### config.mk
export PLATFORM = sky130hd
export DESIGN_NAME = pwm_deadtime_gen
export DESIGN_NICKNAME = d
export VERILOG_FILES = /design/src/rtl/pwm_deadtime_gen.sv
export SDC_FILE = /design/constraint.sdc
export NUM_CORES = 1
export LEC_CHECK = 0
export ABC_AREA = 1
export CAP_MARGIN = 25
export CORE_MARGIN = 4
export CORE_UTILIZATION = 42
export DETAILED_ROUTE_END_ITERATION = 8
export DONT_BUFFER_PORTS = 1
export GPL_ROUTABILITY_DRIVEN = 0
export PLACE_DENSITY_LB_ADDON = 0.1
export SYNTH_ARGS = -nofsm -noshare
export SYNTH_HDL_FRONTEND = slang
export SYNTH_SLANG_ARGS = --single-unit
### constraint.sdc
create_clock -name clk -period 1.76 [get_ports clk]
set_input_delay 0.44 -clock clk [delete_from_list [all_inputs] [get_ports clk]]
set_output_delay 0.44 -clock clk [all_outputs]
set_load 0.005 [all_outputs]
### src/rtl/pwm_deadtime_gen.sv
// Complementary gate driver with programmable dead time, enable and latched fault.
// Optional PULSE_DROP_CNT_EN adds a saturating counter of aborted dead intervals.
module pwm_deadtime_gen #(
    parameter int DT_WIDTH = 8
) (
    input  logic                clk,
    input  logic                rst_n,
    input  logic                en,
    input  logic                pwm_in,
    input  logic [DT_WIDTH-1:0] dead_time,
    input  logic                fault,
    input  logic                fault_clr,
    output logic                hs_out,
    output logic                ls_out,
`ifdef PULSE_DROP_CNT_EN
    output logic [7:0]          drop_cnt,
`endif
    output logic                fault_latched
);

    typedef enum logic [2:0] {IDLE, DT_HS, HS_ON, DT_LS, LS_ON, FAULT} state_t;

    state_t              state_q, state_d;
    logic [DT_WIDTH-1:0] cnt_q, cnt_d;
    logic                from_idle_q, from_idle_d;
    logic                abort;
    logic                hs_q, ls_q, flt_q;

    always_comb begin
        state_d     = state_q;
        cnt_d       = cnt_q;
        from_idle_d = from_idle_q;
        abort       = 1'b0;
        if (fault) begin
            state_d = FAULT;
            cnt_d   = '0;
        end else if (state_q == FAULT) begin
            if (fault_clr) state_d = IDLE;
        end else if (!en) begin
            state_d = IDLE;
            cnt_d   = '0;
        end else begin
            case (state_q)
                IDLE: begin
                    from_idle_d = 1'b1;
                    cnt_d       = dead_time;
                    if (pwm_in) state_d = (dead_time == '0) ? HS_ON : DT_HS;
                    else        state_d = (dead_time == '0) ? LS_ON : DT_LS;
                end
                LS_ON: if (pwm_in) begin
                    from_idle_d = 1'b0;
                    cnt_d       = dead_time;
                    state_d     = (dead_time == '0) ? HS_ON : DT_HS;
                end
                HS_ON: if (!pwm_in) begin
                    from_idle_d = 1'b0;
                    cnt_d       = dead_time;
                    state_d     = (dead_time == '0) ? LS_ON : DT_LS;
                end
                // An abort out of an IDLE entry has no previous ON side, so it restarts toward the other side.
                DT_HS: if (!pwm_in) begin
                    abort = 1'b1;
                    if (from_idle_q) begin
                        cnt_d   = dead_time;
                        state_d = (dead_time == '0) ? LS_ON : DT_LS;
                    end else begin
                        cnt_d   = '0;
                        state_d = LS_ON;
                    end
                end else if (cnt_q <= 1) begin
                    cnt_d   = '0;
                    state_d = HS_ON;
                end else begin
                    cnt_d = cnt_q - 1'b1;
                end
                DT_LS: if (pwm_in) begin
                    abort = 1'b1;
                    if (from_idle_q) begin
                        cnt_d   = dead_time;
                        state_d = (dead_time == '0) ? HS_ON : DT_HS;
                    end else begin
                        cnt_d   = '0;
                        state_d = HS_ON;
                    end
                end else if (cnt_q <= 1) begin
                    cnt_d   = '0;
                    state_d = LS_ON;
                end else begin
                    cnt_d = cnt_q - 1'b1;
                end
                default: state_d = IDLE;
            endcase
        end
    end

    always_ff @(posedge clk or negedge rst_n) begin
        if (!rst_n) begin
            state_q     <= IDLE;
            cnt_q       <= '0;
            from_idle_q <= 1'b0;
            hs_q        <= 1'b0;
            ls_q        <= 1'b0;
            flt_q       <= 1'b0;
        end else begin
            state_q     <= state_d;
            cnt_q       <= cnt_d;
            from_idle_q <= from_idle_d;
            hs_q        <= (state_d == HS_ON);
            ls_q        <= (state_d == LS_ON);
            flt_q       <= (state_d == FAULT);
        end
    end

    assign hs_out        = hs_q;
    assign ls_out        = ls_q;
    assign fault_latched = flt_q;

`ifdef PULSE_DROP_CNT_EN
    logic [7:0] drop_q;

    always_ff @(posedge clk or negedge rst_n) begin
        if (!rst_n) begin
            drop_q <= '0;
        end else if (state_q == FAULT && !fault && fault_clr) begin
            drop_q <= '0;
        end else if (abort && drop_q != 8'hFF) begin
            drop_q <= drop_q + 8'd1;
        end
    end

    assign drop_cnt = drop_q;
`endif

endmodule

**Yosys cells after proc, flatten, opt, wreduce, memory -nomap -nowiden**

Cells that the tools add are included.
W data, S select, Z words.

- Register bits after elaboration: 15
- Word-level logic and storage cells: 58

- Add/subtract/negate cells: 1
- $lt $le $gt $ge: 1
- Equality and inequality tests: 14
- Mux-type cells: 29
- Bitwise operators: 2
- Reduce and logical (&&, ||, !) cells: 5

Operators with widths:

| kind | count |
|---|---|
| $mux W8 | 9 |
| $pmux W8 S5 | 1 |
| $mux W3 | 13 |
| $pmux W3 S5 | 1 |
| $eq A3 B3 Y1 const B | 4 |
| $eq A3 B2 Y1 const B | 3 |
| $le A8 B1 Y1 const B | 1 |
| $logic_not A8 Y1 | 1 |
| $ne A4 B4 Y1 const B | 2 |
| $sub A8 B1 Y8 const B | 1 |
| $ne A7 B1 Y1 const B | 1 |
| $ne A2 B2 Y1 const B | 3 |
| $reduce_and A6 Y1 | 1 |
| $mux W2 | 2 |
| $reduce_and A4 Y1 | 1 |
| $eq A3 B1 Y1 const B | 1 |
| $logic_not A3 Y1 | 1 |
| $pmux W1 S3 | 1 |
| $reduce_bool A3 Y1 | 1 |
| $mux W1 | 2 |
| $not A1 Y1 | 2 |

**Depth between registers and ports, before layout**

Gate-level depths: netlist of run 1.

- Word-level depth: 9
- Mapped depth: 15
- Mapped depth without buffers: 15

**Worst setup path before layout of run 1**

OpenSTA, ideal clock, no wires.

- Path kind: input to register
- Start: input port dead_time[6]
- End: register flt_q, in the netlist fault_latched
- Library setup time: 0.071 ns
- Arrival time: 1.605 ns
- Slack: 0.084 ns
- Stages: 13
- Cells stage by stage: nor2_1 nand2_1 nor2_2 ha_1 inv_1 nor2_1 a21oi_1 nand2_1 nor2_1 nand2_1 nand2_1 nand2_1 nor2_1

- Word-level cells in the longest chain between the ends: 9
- Elaborated cells on any way between the ends: 15
- Classes of those cells: 1 x eq/ne; 13 x mux; 1 x reduce/logical

Ends and longest elaborated chain:

| what | RTL line | text |
|---|---|---|
| from (decl) | 10 | `input logic [DT_WIDTH-1:0] dead_time,` |
| $logic_not A8 Y1 * | n/a |  |
| $mux W2 / $mux W3 (equally long branches) | n/a |  |
| $mux W2 / $mux W3 (equally long branches) | 78, 63 |  |
| $mux W3 (on tied branches) | 76, 61 |  |
| $pmux W3 S5 * | 43 | `case (state_q)` |
| $mux W3 * | 39 | `end else if (!en) begin` |
| $mux W3 * | 37 | `end else if (state_q == FAULT) begin` |
| $mux W3 * | 34 | `if (fault) begin` |
| $eq A3 B3 Y1 * | 110 | `flt_q <= (state_d == FAULT);` |
| to (signal assigned) | 110 |  |
| to (decl) | 27 | `logic hs_q, ls_q, flt_q;` |

Every way passes the cells marked *; elsewhere a longest branch is shown, timed or not.
A chain may end at the register's enable or synchronous reset.

**Worst setup path in the final report of run 1**

- Start: register state_q[0]
- End: register cnt_q[7]

- Word-level cells in the longest chain between the ends: 5
- Elaborated cells on any way between the ends: 15
- Classes of those cells: 9 x eq/ne; 4 x mux; 2 x reduce/logical

Ends and longest elaborated chain:

| what | RTL line | text |
|---|---|---|
| from (decl) | 23 | `state_t state_q, state_d;` |
| from (signal assigned) | 105 | `state_q <= state_d;` |
| $eq A3 B2 Y1 (tied with other cells) | 43 |  |
| $pmux W8 S5 | 43 |  |
| $mux W8 | 39 |  |
| $mux W8 | 37 |  |
| $mux W8 | 34 |  |
| to (signal assigned) | 106 | `cnt_q <= cnt_d;` |
| to (decl) | 24 | `logic [DT_WIDTH-1:0] cnt_q, cnt_d;` |

Parallel ways exist; a longest one is shown, timed or not. The select of a mux whose other input is x is not followed.

==> impl.org, run 1 <==
** Status
- The run finished with clean final reports.

** Floorplanning
- Ports placed on the boundary :: 17
- Die outline area :: 3720 um2
- The floorplan has 18 rows.
- Standard cell core area :: 2570 um2
- The die is 61.0 um wide.
- The initial utilization of the core area, before any placement, comes to 45.9%.
- From bottom edge to top edge, the die measures 61.0 um.

** Synth
- Cell count after synthesis :: 179
- Counting flops with a built-in enable in the synthesized netlist gives 0.
- Most area-consuming cells after synthesis :: sky130_fd_sc_hd__dfrtp_1 32%, sky130_fd_sc_hd__nand2_1 13%, sky130_fd_sc_hd__nor2_1 9.9%
- Commonest cells post-synth :: 42 x sky130_fd_sc_hd__nand2_1, 31 x sky130_fd_sc_hd__nor2_1, 23 x sky130_fd_sc_hd__inv_1
- Main flop type after synthesis :: sky130_fd_sc_hd__dfrtp_1
- For this run, asynchronously set or reset flops after synthesis account for 100%.
- Mean instance size in the synthesized netlist :: 6.58 um2
- Top-count cell post-synth :: sky130_fd_sc_hd__nand2_1
- Sequential elements use 31.8% of the synthesized area.
- Synth unique cells :: 23
- Netlist area before placement :: 1180 um2
- The number of nets handed over by synthesis was 196.
- Register bit count reported by yosys :: 15
- The largest total area in the synthesized netlist belongs to sky130_fd_sc_hd__dfrtp_1.
- Total of warnings raised by yosys :: 0
- Top cell type's share of synthesized area :: 31.8%

** STA
- Max Clk Rate :: 620 MHz
- The number of failing hold endpoints at the final stage was 0.
- Worst clock skew :: 0.0116 ns
- Setup TNS Final :: 0 ns
- Setup violations remaining at the end of the flow were counted as 0.
- Final Critical Period :: 1.61 ns
- Setup repair after global routing missed its margin :: true
- Slew of the pin with the lowest slew margin :: 0.721 ns
- The worst path uses 91.6% of the clock period.
- Headroom to the max-slew limit :: 51.8%
- Total count of max-transition violations in the final report :: 0

** Run
- # Max-Cap Violations :: 0

** Detailed routing
- Violation count after the first detailed-routing iteration :: 41
- DR WL/cell :: 13.3 um
- Remaining design rule violation count :: 0
- Post-detailed-route via-to-cell ratio :: 5.44
- Drt pass-1 iters :: 4
- Final antenna-violating net count :: 0
- Number of vias in the routed layout :: 1185
- Final wirelength :: 2910 um

** Clock tree
- In this run, CTS created clock tree buffers numbering 3.
- Root Buffer :: sky130_fd_sc_hd__clkbuf_4
- Maximum level of the CTS H-tree :: 1
- TritonCTS clock tree :: yes
- Clock Sink Count :: 15
- The longest clock path from root to sink contains 2 buffers.
- Clock-pin slew was measured on the worst setup and hold paths at 0.10 ns.
- At the later pin of the worst-skew pair, clock insertion delay measures 0.29 ns.

** Layout
- Total number of nets in the final design :: 206
- Synthesis-to-layout area growth :: 12.7%
- The finished cells cover 1330 um2.
- Cells with a size suffix above 1 make up 19.7% of the layout.
- Core utilization of the finished layout :: 51.8%
- Antenna Cells :: 0
- The layout has 267 filler cells.

** GRT
- First-pass GRT wire length :: 4760 um
- Remaining global-route overflow :: 0
- Pin count of the biggest net entering global routing :: 16
- In the global route stage, overall resource usage came out at 17.3%.
- The via count of the first global-routing pass is 1086.
- The initial antenna violation count was 0.

** Pwr
- LEAKAGE :: 0.691 nW
- In this run the power density over the cells is 834 nW/um2.
- Worst-case vdd ir drop :: 0.426 mV

** Setup path
- Worst Path Arrival :: 1.80 ns
- Crit path required time :: 1.95 ns
- Maximum net fanout on the critical path :: 7
- Classification of the worst setup path :: reg -> reg
- STA classifies the critical path endpoint as a register.
- The worst setup path is launched from a register.

** Place
- Once placement finished, the instance area stood at 1240 um2.
- Count of input and output buffers :: 0
- DP HPWL :: 2250 um

** Worst hold path
- Worst Hold Class :: in -> reg
## path summary, 6_finish.rpt
kind | start | to | slack (ns) | cells after the start
worst max-delay path | state_q[0]$_DFF_PN0_ | cnt_q[7]$_DFFE_PN0P_ | 0.15 | 8
worst min-delay path | en | ls_out$_DFF_PN0_ | 0.32 | 3
worst max register to register | state_q[0]$_DFF_PN0_ | cnt_q[7]$_DFFE_PN0P_ | 0.15 | 8
worst min register to register | cnt_q[7]$_DFFE_PN0P_ | cnt_q[7]$_DFFE_PN0P_ | 0.58 | 2
max in group asynchronous | rst_n | hs_out$_DFF_PN0_ | 0.66 | 1
min in group asynchronous | rst_n | cnt_q[7]$_DFFE_PN0P_ | 0.63 | 1
## flip-flops by register name, summed over array words and instances (netlist names)
signal / count
cnt_q: 8
fault_latched: 1
from_idle_q: 1
hs_out: 1
ls_out: 1
state_q: 3
## cell type report
class	count	area, um2	share of cell area [%]
Timing Repair Buffer	6	47.5	3.58
Sequential cell	15	375	28.2
Multi-Input combinational cell	132	723	54.4
Clock buffer	4	26.3	1.98
Tap cell	30	37.5	2.82
Inverter	31	119	8.95
## kinds of logic (layout without fill, tap and decap cells)
family                   Yosys count  count (layout)  share of synthesized area, %
AO/OA/AOI/OAI                     28              28                          14.9
flip-flops                        15              15                          31.8
XOR/XNOR                           6               6                          4.46
AND/OR/NAND/NOR                   95              95                          34.8
adder cells (fa/ha/maj)            3               3                          3.19
buffers and inverters             32              41                          10.8
## critical path: stages, from the launching register on
cell                      delay, ns
sky130_fd_sc_hd__dfrtp_1       0.47
sky130_fd_sc_hd__nor2_2        0.24
sky130_fd_sc_hd__nand2_1       0.12
sky130_fd_sc_hd__o21ai_1       0.13
sky130_fd_sc_hd__nor2_1        0.09
sky130_fd_sc_hd__nand2_1       0.24
sky130_fd_sc_hd__inv_1         0.10
sky130_fd_sc_hd__nand2_1       0.08
sky130_fd_sc_hd__o21ai_1       0.05
## report_power, final
group          internal (W)  total [W]  switching [W]
logic              0.000172   0.000474       0.000302
registers          0.000388   0.000428      0.0000400
clock network     0.0000881   0.000207       0.000119
## through the flow
stage               worst slack [ns]  power, W  instances  hold slack, ns
floorplan                     0.0842  0.000761        179           0.144
global placement              0.0708  0.000851        213           0.145
detailed placement            0.0456  0.000859        213           0.145
CTS                           0.0537   0.00108        218           0.295
global route                 -0.0251   0.00120        218           0.309
finish                         0.148   0.00111        218           0.316
## cell usage in the layout, fill, tap and decap left out, drive strengths merged
cell	Yosys	routed
nand2	47	47
nor2	35	35
inv	31	31
dfrtp	15	15
nand3	8	8
o21ai	8	8
o22ai	7	7
a21oi	7	7
xor2	6	6
a22oi	5	5
buf	1	5
clkbuf	0	4
nand4	3	3
ha	3	3
o21bai	1	1
nor3	1	1
nor4	1	1
dlygate4sd3	0	1
## metal layers
| layer | routed length [um] | track usage [%] | vias to the layer above |
|---|---|---|---|
| met3 | 210 | 4.68 | 2 |
| met1 | 1280 | 23.2 | 562 |
| met2 | 1400 | 27.5 | 34 |
| met4 | 19 | 4.64 | 0 |
| li1 | - | - | 587 |
| met5 | 0 | 0 | - |
## timing repair
action,4_1_cts,5_1_grt
endpoints found under the hold margin,15,0
gates resized for setup,0,14
setup endpoints to repair,0,11
buffers inserted,0,0
hold buffers,1,0
(Power assumes the default switching activity.)
==> inputs of run 2 (changes only) <==
--- a/config.mk
+++ b/config.mk
@@ -9,6 +9,7 @@
 export CAP_MARGIN = 25
 export CORE_MARGIN = 4
 export CORE_UTILIZATION = 42
+export CTS_CLUSTER_SIZE = 8
 export DETAILED_ROUTE_END_ITERATION = 8
 export DONT_BUFFER_PORTS = 1
 export GPL_ROUTABILITY_DRIVEN = 0
==> results of run 2 <==
No change in the layout: final DEF, timing and power equal those of run 1.
==> inputs of run 3 (changes only) <==
--- a/config.mk
+++ b/config.mk
@@ -12,7 +12,6 @@
 export CTS_CLUSTER_SIZE = 8
 export DETAILED_ROUTE_END_ITERATION = 8
 export DONT_BUFFER_PORTS = 1
-export GPL_ROUTABILITY_DRIVEN = 0
 export PLACE_DENSITY_LB_ADDON = 0.1
 export SYNTH_ARGS = -nofsm -noshare
 export SYNTH_HDL_FRONTEND = slang
==> run 3 against run 2 <==
Net effect:
- first-iteration DRC count grew to 2.5 times the previous value
- non-clock buffer count is 1 higher
- worst hold slack worse by 0.027 ns
- critical path depth is 4 higher
- power rose by 1.2%
- worst setup slack lost 0.021 ns
- cell area increased by 0.66%
- clock-buffer cell count unchanged
- clock power increased by 2%
- via count shrank 1.1%
- maximum frequency is 1.3% lower
- flip-flop and latch count did not move
- largest power group unchanged
- highest routed layer unchanged
==> impl.org, run 3 (synthesis gave the netlist of run 1 again) <==
** Worst hold path
- Worst Hold Class :: in -> reg

** Detailed routing
- Post-detailed-route via-to-cell ratio :: 5.35
- Remaining design rule violation count :: 0
- DR WL/cell :: 13.5 um
- After detailed routing, the total wire length is 2950 um.
- Number of vias in the routed layout :: 1172
- The first detailed-routing pass ran for 4 iterations.
- In this run the remaining antenna-violating nets after routing total 0.
- Violation count after the first detailed-routing iteration :: 104

** Setup path
- The critical path is of the reg -> reg type.
- Depth of the worst register-to-register path :: 12
- Critical Path Start Type :: register
- CP Capture Point :: fault_latched$_DFF_PN0_
- STA puts the critical path data required time at 1.94 ns.
- Most frequent CP cell :: sky130_fd_sc_hd__nand2_1
- Grouping stages by cell kind, the critical path spends the most delay in flip-flops.
- Kind of capture point of the worst setup path :: register
- In this run the critical register-to-register path is captured at fault_latched$_DFF_PN0_.
- Cell count along the critical path :: 12
- Slowest stage cell, crit path :: sky130_fd_sc_hd__dfrtp_1
- Across all register-to-register paths, the minimum setup slack is 0.13 ns.
- In this run the worst setup path begins at cnt_q[0]$_DFFE_PN0P_.
- Slowest stage delay, CP :: 0.43 ns
- The startpoint identified for the worst register-to-register timing path is cnt_q[0]$_DFFE_PN0P_.
- Maximum net fanout on the critical path :: 3
- At the worst endpoint, the arrival time is 1.81 ns.
- The number of buffers and inverters on the critical path is 3.
- The signal on the critical path passes through inv_2, ha_4, inv_1, nand2_1, nand2_1, nor2_4, a21oi_1, nand2_1, inv_1, nand2_1, a21oi_1, nor2_1.

** Layout
- Registers with the most flip-flops :: cnt_q: 8 flops, state_q: 3 flops
- Antenna Cells :: 0
- Commonest non-fill, non-tap cell in the layout :: sky130_fd_sc_hd__nand2_1
- Top register by number of flip-flops :: cnt_q
- Synthesis-to-layout area growth :: 13.5%
- The register with the most flip-flops in the layout has 8 of them.
- Total number of nets in the final design :: 207
- In the layout the commonest cells are 39 x sky130_fd_sc_hd__nand2_1, 30 x sky130_fd_sc_hd__nor2_1, 21 x sky130_fd_sc_hd__inv_1, 15 x sky130_fd_sc_hd__dfrtp_1, 9 x sky130_fd_sc_hd__inv_2.
- Layout cell share with drive strength beyond 1 :: 19.6%

** Clock tree
- Clock latency reported for the late side of the worst-skew pair :: 0.30 ns
- TritonCTS clock tree :: yes
- Num CTS Buffers :: 3
- For this design, the sink count on the clock tree is 15.
- Clk slew on worst S/H paths :: 0.10 ns
- The longest clock path from root to sink contains 2 buffers.
- Maximum level of the CTS H-tree :: 1
- Root Buffer :: sky130_fd_sc_hd__clkbuf_4

** Floorplanning
- Die boundary width :: 61.0 um
- Ports placed on the boundary :: 17
- Effective utilization at floorplan :: 45.9%
- Row generation in the floorplan step produced 18 rows.
- Standard cell core area :: 2570 um2
- The die is 61.0 um tall.
- Die outline area :: 3720 um2

** STA
- Total count of max-transition violations in the final report :: 0
- Setup repair after global routing missed its margin :: false
- Summed over all failing endpoints, the final setup total negative slack is 0 ns.
- Final setup fails :: 0
- Headroom to the max-slew limit came out at 52.9%.
- Final hold analysis gives a worst-case slack of 0.289 ns.
- For the pin with the worst max-slew slack, the measured transition is 0.705 ns.
- Max Clk Rate :: 613 MHz
- Fin. Hold Viols :: 0
- Clock skew on the completed layout was measured at 0.00927 ns.
- Dividing the final minimum period by the clock period gives 92.8%.
- The clock period could shrink to 1.63 ns.

** Pwr
- Switching part of the total power :: 42.2%
- Total chip power :: 0.00112 W
- Cell internal pwr :: 0.000649 W
- Summed over all cells, the static leakage comes to 0.705 nW.
- For this design the ratio of total power to cell area is 839 nW/um2.
- Per report_power, the combinational group accounts for 42.9% of the total.
- Summed over all nets, the switching power comes to 0.000473 W.
- Sequential Power Share :: 38.2%
- Worst-case vdd ir drop :: 0.488 mV
- Of the total power, the clock network draws 18.9%.

** GRT
- Vias in the first global route :: 1141
- First-pass GRT wire length :: 5040 um
- Number of antenna violations at the first check in global routing :: 0
- For this run the aggregate overflow at the end of global routing stands at 0.
- In the global route stage, overall resource usage came out at 18.1%.
- Pin count of the biggest net entering global routing :: 16

** Place
- Detailed placement ended at an HPWL of 2290 um.
- At the end of routability-driven placement, the weighted congestion stood at 0.847.
- Count of input and output buffers :: 0

** Status
- The run finished with clean final reports.

** Run
- Max-cap violations in this run came to 0.
[run 3: cell types whose count changed in the layout (fill, tap and decap cells not counted), sizes merged]
cell / delta
buf: +1
[run 3: worst min path at each step]
stage | startpoint | to | slack (ns) | cells after the start
floorplan | rst_n | cnt_q[0]$_DFFE_PN0P_ | 0.14 | 0
global placement | rst_n | cnt_q[5]$_DFFE_PN0P_ | 0.14 | 0
detailed placement | rst_n | cnt_q[5]$_DFFE_PN0P_ | 0.14 | 0
CTS | en | state_q[2]$_DFF_PN0_ | 0.28 | 2
global route | en | ls_out$_DFF_PN0_ | 0.30 | 3
finish | en | state_q[2]$_DFF_PN0_ | 0.29 | 2
[run 3: layout make-up]
cell class	count	area, um2
Clock buffer	4	26.3
Sequential cell	15	375
Timing Repair Buffer	7	55.1
Tap cell	30	37.5
Inverter	31	119
Multi-Input combinational cell	132	724
Fill cell	276	1230
[run 3: through the flow]
stage / utilization [%] / worst slack (ns) / instances / cell area, um2
3_3_place_gp: 48.4 / 0.0733 / 213 / 1240
4_1_cts: 49.8 / 0.0319 / 218 / 1280
3_5_place_dp: 48.4 / 0.00292 / 213 / 1240
2_1_floorplan: - / 0.0842 / 179 / 1180
6_report: 52.1 / 0.128 / 219 / 1340
5_1_grt: 52.1 / 0.000829 / 219 / 1340
[run 3: what timing repair did]
action                                  CTS  global route
endpoints found under the setup margin    0            12
setup buffers                             0             1
hold buffers                              1             0
hold endpoints to repair                 15             0
resized for setup                         0            14
[run 3: per-layer routing]
metal  track usage [%]  wire (um)  up-vias
li1                  -          -      589
met1              24.4       1320      536
met2              28.4       1370       45
met3              4.47        249        2
met4              5.88         13        0
met5                 0          0        -
[run 3: power by group through the flow]
stage	Clock (W)	Combinational, W	Sequential, W
finish	0.000212	0.000481	0.000429
detailed placement	0	0.000430	0.000432
floorplan	0	0.000338	0.000423
global route	0.000235	0.000545	0.000435
global placement	0	0.000423	0.000431
CTS	0.000216	0.000441	0.000425
